## src/rtl/id_stage_pipe_pkg.sv

```systemverilog
// id_pkg: RV opcodes, ALU control codes, NOP word
// and the opcode -> instruction-format helper.
package id_pkg;

  localparam logic [6:0] OP_LUI    = 7'b0110111;
  localparam logic [6:0] OP_AUIPC  = 7'b0010111;
  localparam logic [6:0] OP_JAL    = 7'b1101111;
  localparam logic [6:0] OP_JALR   = 7'b1100111;
  localparam logic [6:0] OP_BRANCH = 7'b1100011;
  localparam logic [6:0] OP_LOAD   = 7'b0000011;
  localparam logic [6:0] OP_STORE  = 7'b0100011;
  localparam logic [6:0] OP_IMM    = 7'b0010011;
  localparam logic [6:0] OP_REG    = 7'b0110011;

  localparam logic [6:0] F7_ALT = 7'b0100000;

  localparam logic [31:0] NOP_INST = 32'h0000_0013;

  localparam logic [4:0] ALU_ADD   = 5'd0;
  localparam logic [4:0] ALU_SUB   = 5'd1;
  localparam logic [4:0] ALU_SLL   = 5'd2;
  localparam logic [4:0] ALU_SLT   = 5'd3;
  localparam logic [4:0] ALU_SLTU  = 5'd4;
  localparam logic [4:0] ALU_XOR   = 5'd5;
  localparam logic [4:0] ALU_SRL   = 5'd6;
  localparam logic [4:0] ALU_SRA   = 5'd7;
  localparam logic [4:0] ALU_OR    = 5'd8;
  localparam logic [4:0] ALU_AND   = 5'd9;
  localparam logic [4:0] ALU_LUI   = 5'd10;
  localparam logic [4:0] ALU_BEQ   = 5'd11;
  localparam logic [4:0] ALU_BNE   = 5'd12;
  localparam logic [4:0] ALU_BLT   = 5'd13;
  localparam logic [4:0] ALU_BGE   = 5'd14;
  localparam logic [4:0] ALU_BLTU  = 5'd15;
  localparam logic [4:0] ALU_BGEU  = 5'd16;
  localparam logic [4:0] ALU_JAL   = 5'd17;
  localparam logic [4:0] ALU_AUIPC = 5'd18;

  typedef enum logic [2:0] {
    FMT_R,
    FMT_I,
    FMT_S,
    FMT_B,
    FMT_U,
    FMT_J,
    FMT_X
  } fmt_e;

  function automatic fmt_e op_fmt(
    input logic [6:0] op
  );
    fmt_e f;
    unique case (op)
      OP_LUI, OP_AUIPC:         f = FMT_U;
      OP_JAL:                   f = FMT_J;
      OP_JALR, OP_LOAD, OP_IMM: f = FMT_I;
      OP_BRANCH:                f = FMT_B;
      OP_STORE:                 f = FMT_S;
      OP_REG:                   f = FMT_R;
      default:                  f = FMT_X;
    endcase
    return f;
  endfunction

endpackage

```

## src/rtl/id_stage_pipe_alu_decoder.sv

```systemverilog
// alu_decoder: opcode/func3/func7 -> ALU code, reg_we.
// Ports: opcode_i, func3_i, func7_i in; alu_ctrl_o, reg_we_o out.
module alu_decoder
  import id_pkg::*;
#(
  parameter int ALU_W = 5
) (
  input  logic [6:0]       opcode_i,
  input  logic [2:0]       func3_i,
  input  logic [6:0]       func7_i,
  output logic [ALU_W-1:0] alu_ctrl_o,
  output logic             reg_we_o
);

  logic       reg_op;
  logic [6:0] f7;
  logic       f7_zero;
  logic       f7_alt;
  logic [4:0] ar_code;
  logic       ar_ok;
  logic [4:0] code;
  logic       we;

  assign reg_op = (opcode_i == OP_REG);

  // OP-IMM shifts carry shamt[5] in bit 25 on RV64
  assign f7 = reg_op ? func7_i
                     : {func7_i[6:1], 1'b0};

  assign f7_zero = (f7 == 7'd0);
  assign f7_alt  = (f7 == F7_ALT);

  // Shared OP / OP-IMM table; func7 only
  // qualifies non-shift ops for register form.
  always_comb begin
    ar_code = ALU_ADD;
    ar_ok   = 1'b0;
    unique case (func3_i)
      3'b000: begin
        ar_code = (reg_op & f7_alt) ? ALU_SUB
                                    : ALU_ADD;
        ar_ok = !reg_op | f7_zero | f7_alt;
      end
      3'b001: begin
        ar_code = ALU_SLL;
        ar_ok   = f7_zero;
      end
      3'b010: begin
        ar_code = ALU_SLT;
        ar_ok   = !reg_op | f7_zero;
      end
      3'b011: begin
        ar_code = ALU_SLTU;
        ar_ok   = !reg_op | f7_zero;
      end
      3'b100: begin
        ar_code = ALU_XOR;
        ar_ok   = !reg_op | f7_zero;
      end
      3'b101: begin
        ar_code = f7_alt ? ALU_SRA : ALU_SRL;
        ar_ok   = f7_zero | f7_alt;
      end
      3'b110: begin
        ar_code = ALU_OR;
        ar_ok   = !reg_op | f7_zero;
      end
      3'b111: begin
        ar_code = ALU_AND;
        ar_ok   = !reg_op | f7_zero;
      end
      default: ;
    endcase
  end

  // Anything unrecognised falls out as ADD, no write.
  always_comb begin
    code = ALU_ADD;
    we   = 1'b0;
    unique case (opcode_i)
      OP_LUI: begin
        code = ALU_LUI;
        we   = 1'b1;
      end
      OP_AUIPC: begin
        code = ALU_AUIPC;
        we   = 1'b1;
      end
      OP_JAL: begin
        code = ALU_JAL;
        we   = 1'b1;
      end
      OP_JALR: begin
        if (func3_i == 3'b000) begin
          code = ALU_JAL;
          we   = 1'b1;
        end
      end
      OP_BRANCH: begin
        unique case (func3_i)
          3'b000:  code = ALU_BEQ;
          3'b001:  code = ALU_BNE;
          3'b100:  code = ALU_BLT;
          3'b101:  code = ALU_BGE;
          3'b110:  code = ALU_BLTU;
          3'b111:  code = ALU_BGEU;
          default: code = ALU_ADD;
        endcase
      end
      OP_LOAD: begin
        we = (func3_i != 3'b111);
      end
      OP_STORE: begin
        code = ALU_ADD;
      end
      OP_IMM, OP_REG: begin
        if (ar_ok) begin
          code = ar_code;
          we   = 1'b1;
        end
      end
      default: ;
    endcase
  end

  assign alu_ctrl_o = ALU_W'(code);
  assign reg_we_o   = we;

endmodule

```

## src/rtl/id_stage_pipe.sv

```systemverilog
// id_stage_pipe: decode stage + ID/EX register, IF/EX valid/ready.
// Ports: IF side (if_*), regfile (reg*), EX/MEM bypass (ex_*, mem_*),
// ID/EX outputs (id_*). Macro ID_FWD_EN enables EX/MEM forwarding;
// without it, any in-flight writer of a used rs stalls the stage.
module id_stage_pipe
  import id_pkg::*;
#(
  parameter int XLEN   = 32,
  parameter int ALU_W  = 5,
  parameter int NREG_W = 5
) (
  input  logic              clk,
  input  logic              rst_n,
  input  logic              flush_i,
  input  logic              if_valid_i,
  output logic              if_ready_o,
  input  logic [XLEN-1:0]   if_pc_i,
  input  logic [31:0]       if_inst_i,
  output logic [NREG_W-1:0] reg1_raddr_o,
  output logic [NREG_W-1:0] reg2_raddr_o,
  input  logic [XLEN-1:0]   reg1_rdata_i,
  input  logic [XLEN-1:0]   reg2_rdata_i,
  input  logic              ex_reg_we_i,
  input  logic [NREG_W-1:0] ex_reg_waddr_i,
  input  logic              ex_is_load_i,
  input  logic [XLEN-1:0]   ex_result_i,
  input  logic              mem_reg_we_i,
  input  logic [NREG_W-1:0] mem_reg_waddr_i,
  input  logic [XLEN-1:0]   mem_result_i,
  input  logic              ex_ready_i,
  output logic              id_valid_o,
  output logic [XLEN-1:0]   id_pc_o,
  output logic [XLEN-1:0]   id_op_a_o,
  output logic [XLEN-1:0]   id_op_b_o,
  output logic [XLEN-1:0]   id_imm_o,
  output logic [NREG_W-1:0] id_reg_waddr_o,
  output logic [ALU_W-1:0]  id_ALUctrl_o,
  output logic              id_reg_we_o,
  output logic [31:0]       id_inst_o
);

  typedef struct packed {
    logic              valid;
    logic [XLEN-1:0]   pc;
    logic [XLEN-1:0]   op_a;
    logic [XLEN-1:0]   op_b;
    logic [XLEN-1:0]   imm;
    logic [NREG_W-1:0] waddr;
    logic [ALU_W-1:0]  alu;
    logic              we;
    logic [31:0]       inst;
  } id_ex_t;

  id_ex_t ex_q;
  id_ex_t ex_d;

  logic [NREG_W-1:0] rs1;
  logic [NREG_W-1:0] rs2;
  logic [NREG_W-1:0] rd;
  fmt_e              fmt;
  logic              use_rs1;
  logic              use_rs2;

  assign rs1 = NREG_W'(if_inst_i[19:15]);
  assign rs2 = NREG_W'(if_inst_i[24:20]);
  assign rd  = NREG_W'(if_inst_i[11:7]);
  assign fmt = op_fmt(if_inst_i[6:0]);

  assign use_rs1 = fmt inside {FMT_R, FMT_I, FMT_S, FMT_B};
  assign use_rs2 = fmt inside {FMT_R, FMT_S, FMT_B};

  assign reg1_raddr_o = rs1;
  assign reg2_raddr_o = rs2;

  logic [ALU_W-1:0] dec_alu;
  logic             dec_we;

  alu_decoder #(
    .ALU_W(ALU_W)
  ) u_dec (
    .opcode_i   (if_inst_i[6:0]),
    .func3_i    (if_inst_i[14:12]),
    .func7_i    (if_inst_i[31:25]),
    .alu_ctrl_o (dec_alu),
    .reg_we_o   (dec_we)
  );

  // Immediate built at 32 bits, then sign-extended.
  logic signed [31:0] imm32;
  logic [XLEN-1:0]    imm_x;

  always_comb begin
    imm32 = '0;
    unique case (fmt)
      FMT_I: imm32 = {{20{if_inst_i[31]}},
                      if_inst_i[31:20]};
      FMT_S: imm32 = {{20{if_inst_i[31]}},
                      if_inst_i[31:25],
                      if_inst_i[11:7]};
      FMT_B: imm32 = {{19{if_inst_i[31]}},
                      if_inst_i[31],
                      if_inst_i[7],
                      if_inst_i[30:25],
                      if_inst_i[11:8],
                      1'b0};
      FMT_U: imm32 = {if_inst_i[31:12],
                      12'h000};
      FMT_J: imm32 = {{11{if_inst_i[31]}},
                      if_inst_i[31],
                      if_inst_i[19:12],
                      if_inst_i[20],
                      if_inst_i[30:21],
                      1'b0};
      default: imm32 = '0;
    endcase
  end

  assign imm_x = XLEN'(imm32);

  // Writer/source matches, x0 never matches.
  logic ex_m1;
  logic ex_m2;
  logic mem_m1;
  logic mem_m2;
  logic ex_wr;
  logic mem_wr;

  assign ex_wr  = ex_reg_we_i & (ex_reg_waddr_i != '0);
  assign mem_wr = mem_reg_we_i & (mem_reg_waddr_i != '0);
  assign ex_m1  = ex_wr & (ex_reg_waddr_i == rs1);
  assign ex_m2  = ex_wr & (ex_reg_waddr_i == rs2);
  assign mem_m1 = mem_wr & (mem_reg_waddr_i == rs1);
  assign mem_m2 = mem_wr & (mem_reg_waddr_i == rs2);

  logic            hazard;
  logic [XLEN-1:0] op_a;
  logic [XLEN-1:0] op_b;

`ifdef ID_FWD_EN
  // Only a load in EX cannot be bypassed yet.
  assign hazard = ex_is_load_i &
                  ((ex_m1 & use_rs1) |
                   (ex_m2 & use_rs2));

  always_comb begin
    op_a = reg1_rdata_i;
    if (rs1 == '0)
      op_a = '0;
    else if (ex_m1 & !ex_is_load_i)
      op_a = ex_result_i;
    else if (mem_m1)
      op_a = mem_result_i;
  end

  always_comb begin
    op_b = reg2_rdata_i;
    if (rs2 == '0)
      op_b = '0;
    else if (ex_m2 & !ex_is_load_i)
      op_b = ex_result_i;
    else if (mem_m2)
      op_b = mem_result_i;
  end
`else
  // No bypass: wait until every writer retires.
  assign hazard = ((ex_m1 | mem_m1) & use_rs1) |
                  ((ex_m2 | mem_m2) & use_rs2);

  assign op_a = reg1_rdata_i;
  assign op_b = reg2_rdata_i;

  logic unused_nofwd;
  assign unused_nofwd = ^{ex_is_load_i,
                          ex_result_i,
                          mem_result_i};
`endif

  logic slot_free;
  logic accept;

  assign slot_free  = !ex_q.valid | ex_ready_i;
  assign if_ready_o = slot_free & !hazard & !flush_i;
  assign accept     = if_valid_i & if_ready_o;

  always_comb begin
    ex_d = ex_q;
    if (flush_i) begin
      ex_d.valid = 1'b0;
      ex_d.we    = 1'b0;
    end else if (accept) begin
      ex_d.valid = 1'b1;
      ex_d.pc    = if_pc_i;
      ex_d.op_a  = op_a;
      ex_d.op_b  = op_b;
      ex_d.imm   = imm_x;
      ex_d.waddr = rd;
      ex_d.alu   = dec_alu;
      ex_d.we    = dec_we & (rd != '0);
      ex_d.inst  = if_inst_i;
    end else if (slot_free) begin
      ex_d.valid = 1'b0;
      ex_d.we    = 1'b0;
    end
  end

  always_ff @(posedge clk or negedge rst_n) begin
    if (!rst_n) begin
      ex_q      <= '0;
      ex_q.inst <= NOP_INST;
    end else begin
      ex_q <= ex_d;
    end
  end

  assign id_valid_o     = ex_q.valid;
  assign id_pc_o        = ex_q.pc;
  assign id_op_a_o      = ex_q.op_a;
  assign id_op_b_o      = ex_q.op_b;
  assign id_imm_o       = ex_q.imm;
  assign id_reg_waddr_o = ex_q.waddr;
  assign id_ALUctrl_o   = ex_q.alu;
  assign id_reg_we_o    = ex_q.we;
  assign id_inst_o      = ex_q.inst;

endmodule

```

## config.mk

```make
export PLATFORM = sky130hd
export DESIGN_NAME = id_stage_pipe
export DESIGN_NICKNAME = d
export VERILOG_FILES = /design/src/rtl/id_stage_pipe_pkg.sv /design/src/rtl/id_stage_pipe_alu_decoder.sv /design/src/rtl/id_stage_pipe.sv
export SDC_FILE = /design/constraint.sdc
export NUM_CORES = 1
export LEC_CHECK = 0
export CELL_PAD_IN_SITES_DETAIL_PLACEMENT = 2
export CELL_PAD_IN_SITES_GLOBAL_PLACEMENT = 2
export CORE_ASPECT_RATIO = 1.25
export CORE_MARGIN = 2
export CORE_UTILIZATION = 26
export CTS_BUF_LIST = sky130_fd_sc_hd__clkbuf_8
export CTS_CLUSTER_DIAMETER = 150
export CTS_CLUSTER_SIZE = 8
export DETAILED_ROUTE_END_ITERATION = 7
export PLACE_DENSITY_LB_ADDON = 0.25
export SLEW_MARGIN = 5
export SYNTH_ARGS = -nofsm -noshare
export SYNTH_HDL_FRONTEND = slang
export SYNTH_SLANG_ARGS = --single-unit
```

## constraint.sdc

```tcl
create_clock -name clk -period 4.86 [get_ports clk]
set_input_delay 1.215 -clock clk [delete_from_list [all_inputs] [get_ports clk]]
set_output_delay 1.215 -clock clk [all_outputs]
set_load 0.01 [all_outputs]
```

# [After elaboration in Yosys (flattened, before gate mapping)]
# Index checks and enable logic that the tools add are counted.
[totals] elab_cells=95 register_bits=172 inputBits=210
[op_classes] n_mux=19 reduce_logical=19 bitwise=21 eq_ne=27
[op_table] operator="$pmux W32 S5" count=1
[op_table] operator="$pmux W5 S6" count=2
[op_table] operator="$pmux W5 S8" count=1
[op_table] operator="$eq A7 B6 Y1 const B" count=4
[op_table] operator="$eq A7 B7 Y1 const B" count=3
[op_table] operator="$eq A5 B5 Y1" count=4
[op_table] operator="$eq A3 B3 Y1 const B" count=6
[op_table] operator="$pmux W3 S6" count=1
[op_table] operator="$reduce_bool A5 Y1" count=3
[op_table] operator="$eq A7 B5 Y1 const B" count=2
[op_table] operator="$and A1 B1 Y1" count=13
[op_table] operator="$eq A3 B2 Y1 const B" count=4
[op_table] operator="$mux W1" count=10
[op_table] operator="$mux W5" count=2
[op_table] operator="$pmux W1 S4" count=2
[op_table] operator="$eq A7 B2 Y1 const B" count=1
[op_table] operator="$logic_not A7 Y1" count=1
[op_table] operator="$or A1 B1 Y1" count=7
[op_table] operator="$eq A3 B1 Y1 const B" count=2
[op_table] operator="$logic_not A3 Y1" count=2
[op_table] operator="$reduce_bool A3 Y1" count=2
[op_table] operator="$reduce_or A3 Y1" count=2
[op_table] operator="$reduce_or A5 Y1" count=1
[op_table] operator="$logic_not A1 Y1" count=4
[op_table] operator="other kinds (5)" count=6

# [Longest topological paths before layout]
[logic_depth] ltp_word=13 mapped_depth=10 mapped_depth_nobuf=7

# [By module]
# From an unflattened synthesis, not the netlist that was laid out.
[hier_totals] hier_cells=575 hier_area_um2=7586.0
[by_module_without_submodules] mod="id_stage_pipe" seq_area_each_um2=4182.8 area_each_um2=7209.4 cells_each=521 n_inst=1
[by_module_without_submodules] mod="alu_decoder" seq_area_each_um2=0.0 area_each_um2=376.6 cells_each=54 n_inst=1

# [Worst setup path after synthesis]
# OpenSTA, ideal clock, no wires.
[synth_path] kind="input-to-output" startpoint="input ex_reg_waddr_i[1]" endpoint="output if_ready_o" path_buffers=0 cell_stages=6 arrival_time_ns=2.493 path_slack_ns=1.152 path_cell_list="or4_1 -> o21ai_1 -> nor4_1 -> o22ai_1 -> a21oi_1 -> nor3_1"
[synth_between] elab_chain_cells=9 elab_cells_between_ends=14 cone_classes="eq/ne (2); bitwise (10); reduce/logical (2)"
[synth_rtl] item="start: declaration" line="id_stage_pipe.sv:24" text="input logic [NREG_W-1:0] ex_reg_waddr_i,"
[synth_rtl] item="$reduce_bool A5 Y1" line="id_stage_pipe.sv:128" text="assign ex_wr = ex_reg_we_i & (ex_reg_waddr_i != '0);"
[synth_rtl] item="$and A1 B1 Y1" line="id_stage_pipe.sv:128"
[synth_rtl] item="$and A1 B1 Y1 (on tied branches)" line="id_stage_pipe.sv:130, id_stage_pipe.sv:131"
[synth_rtl] item="$or A1 B1 Y1 (on tied branches)" line="id_stage_pipe.sv:166, id_stage_pipe.sv:167"
[synth_rtl] item="$and A1 B1 Y1 (on tied branches)" line="id_stage_pipe.sv:166, id_stage_pipe.sv:167"
[synth_rtl] item="$or A1 B1 Y1 (*)" line="id_stage_pipe.sv:166" text="assign hazard = ((ex_m1 | mem_m1) & use_rs1) |"
[synth_rtl] item="$logic_not A1 Y1 (*)" line="id_stage_pipe.sv:182" text="assign if_ready_o = slot_free & !hazard & !flush_i;"
[synth_rtl] item="$and A1 B1 Y1 (*) (2 in a row)" line="id_stage_pipe.sv:182"
[synth_rtl] item="end: declaration" line="id_stage_pipe.sv:16" text="output logic if_ready_o,"
# Mark *: on every way between the ends. The rest lies on a longest branch, timed or not.

# [Worst setup path after layout]
# Same ends and word-level chain as after synthesis.

==> results.txt <==
Mapped Cells: 567
register bit total from synthesis: 167
Initial Util: 26.2%
Clock power frac: 28.3%
final hold vios: 0
total clock sinks: 167
Yosys top cell by area: dfrtp_1
CTS Buffer Depth: 2
Post-CTS Setup Bufs: 0
DRT Pass-1 Iters: 4
FP Rows: 69
Clock transition at path regs: 0.08 ns
Required @ worst endpoint: 3.64 ns
fraction of layout cells with a size suffix above 1: 12.5%
Worst-Skew Late Latency: 0.46 ns
GRT Resource Usage Total: 17.4%
share of total power in combinational logic: 27.5%
DP Wirelength: 19,600 µm
CTS tree: built
Worst Setup SP: ex_reg_waddr_i[1]
Iter 0 DRT Violations: 110
Final min period: 4.56 ns
DR vias: 5,775
pin count of the biggest net entering global routing: 102
CP Capture Type: primary output
maxcap violations: 0
worst hold slack: 0.491 ns
drt drc: 0
Yosys cell types: 44
reg2reg start: id_valid_o
FF/Latch Area: 4180 µm²
I/O Pins: 393
mux cell area share after synthesis: 25.1%
Area Overhead vs Synth: 56.9%
CP startpoint kind: input pin
hold wc startpoint: id_pc_o[13]
Post-Synth Simple-Gate Area: 5.28%
drt wl/cell: 20.2 µm
Final ANT Viol Nets: 0
Post-Synth Adder-Cell Area: 0%
final setup vio count: 0
WP data arrival: 3.35 ns
first-pass GRT wire length: 39,200 µm
core box area: 28,200 µm²
Final Total Pwr: 3820 µW
met3 WL post-DR: 1720 µm
H-tree depth: 4
Pleak: 0.00475 µW
multi-input logic area: 2810 µm²
wl on met1: 9840 µm
clock root buffer master: clkbuf_8
crit-path max FO: 2
maximum VDD drop: 0.000153 V
RSZ-0062 raised after global routing: false
Post-synth top cells: dfrtp_1 (164), mux2_1 (102), mux2_2 (38)
max incr delay on CP: 0.51 ns
final core utilization: 41.1%
final wirelength: 25,800 µm
Compound-Gate Fraction of Synth Area: 5.16%
crit share post-route: 93.9%
antenna violations before repair: 1
die width: 155 µm
XOR/XNOR share of the synthesized area: 2.37%
Synth area leaders: dfrtp_1 (56%), mux2_1 (16%), mux2_2 (5.8%)
NetSw: 1070 µW
internal power: 2760 µW
CTS buffer count: 17
synth warn: 0
Max Transition Viols Final: 0
min-delay worst type: reg2reg
pre-CTS WS: -0.0677 ns
Cell Area, Synth: 7390 µm²
Max Clock Freq: 219 MHz
top_reg_cell synth: dfrtp_1
Slew headroom: 34.8%
post-DR vias/cell: 4.53
Sw Ratio: 27.9%
Synth top area share: 55.5%
die footprint: 29,800 µm²
Net Count, Synth: 777
topmost layer with routed signal wires: met4
main combinational cell family by area after synthesis: multiplexers
count leader, synth: dfrtp_1
Port Buffers: 327
fillers: 2,904
gp weighted congestion: 0.785
WS Path Type: in2out
final setup margin: 0.295 ns
CP Cell Sequence: clkdlybuf4s50_1 -> or4_1 -> o21ai_1 -> nor4_1 -> o22ai_1 -> a21oi_1 -> nor3_1 -> dlygate4sd2_1
Worst path slowest cell: or4_1
fraction of registers with async set/reset: 100%
vias in the first global route: 6,627
Setup TNS Final: 0 ns
metal2 WL: 13,900 µm
Die Ht: 193 µm
sequential share of power: 44.2%
Pwr Density: 330 nW/µm²
status: completed
fin nets: 1,116
Post-synth EDFFs: 0
global-route congestion overflow total: 0
worst slew pin tran: 0.978 ns
Max Clock Skew: 0.0108 ns
syn_area_per_cell: 13.0 µm²
sequential fraction of the synthesis area: 56.6%
==> final timing paths <==
path / to / slack [ns] / cells after the start
max in group asynchronous: id_op_a_o[26] / 2.98 / 2
max: if_ready_o / 0.30 / 8
max reg2reg: id_op_a_o[26] / 2.78 / 5
min: id_pc_o[13] / 0.49 / 1
min reg2reg: id_pc_o[13] / 0.49 / 1
min in group asynchronous: id_inst_o[21] / 0.87 / 1
==> layout make-up <==
type	instances	share of cell area, %
clock buffers	19	2.25
inverters	31	1.00
clock inverters	12	1.32
repair buffers	366	31.3
multi-input cells	323	24.2
diodes	1	0.0216
flip-flops and latches	167	36.1
well taps	355	3.83
==> power by group through the flow <==
stage / Clock (µW) / Combinational (µW) / Sequential, µW
2_1_floorplan: 0 / 269 / 1810
3_3_place_gp: 0 / 1060 / 1710
3_5_place_dp: 0 / 1070 / 1720
4_1_cts: 1130 / 1080 / 1700
5_1_grt: 1180 / 1130 / 1720
6_report: 1080 / 1050 / 1690
==> layout by cell type, fill, tap and decap left out, types with 5 or more instances in the layout <==
| cell | instances |
|---|---|
| a21oi_1 | 25 |
| mux2_1 | 102 |
| o21ai_0 | 10 |
| mux2_2 | 38 |
| xnor2_1 | 10 |
| clkdlybuf4s50_1 | 325 |
| buf_4 | 34 |
| nand3_1 | 11 |
| nand2_1 | 17 |
| nor2_1 | 15 |
| buf_12 | 5 |
| dfrtp_1 | 164 |
| xor2_1 | 10 |
| nor3_1 | 6 |
| inv_1 | 32 |
| mux2i_1 | 28 |
| clkbuf_8 | 19 |
| nor2b_1 | 5 |
==> sequential cells by signal, indices dropped and copies added (netlist names) <==
signal / count
id_inst_o: 28
id_op_b_o: 32
id_ALUctrl_o: 5
id_imm_o: 32
id_valid_o: 1
id_pc_o: 32
id_reg_we_o: 1
id_op_a_o: 32
id_reg_waddr_o: 4
==> per-layer routing <==
| metal | vias up | global-route usage, % |
|---|---|---|
| li1 | 2627 | - |
| met1 | 2960 | 19.2 |
| met2 | 178 | 32.3 |
| met3 | 10 | 5.70 |
| met4 | 0 | 4.38 |
| met5 | - | 0 |
==> kinds of logic (layout without fill, tap and decap cells) <==
group | after synthesis | in the layout
compound gates | 61 | 61
xor+xnor | 20 | 20
mux | 168 | 168
buf+inv | 77 | 428
simple gates | 74 | 74
other cells | 0 | 1
flops | 167 | 167
==> stage by stage <==
step | instances | instance area, µm²
final | 1274 | 11600
after global routing | 1273 | 11600
after CTS | 1273 | 11600
after detailed placement | 1242 | 11200
after global placement | 1242 | 11200
after floorplan | 567 | 7390
==> worst max-delay path: cells and delay by family <==
family / cells / cell delay [ns]
buffers and inverters: 2 / 0.74
AOI/OAI and AO/OA: 3 / 0.58
and+or+nand+nor: 3 / 0.82
==> repair_timing <==
action,4_1_cts,5_1_grt
hold buffers,0,0
endpoints found under the setup margin,1,0
resized for setup,2,0
endpoints found under the hold margin,0,0
No activity file was read; power rests on OpenSTA's default activity.
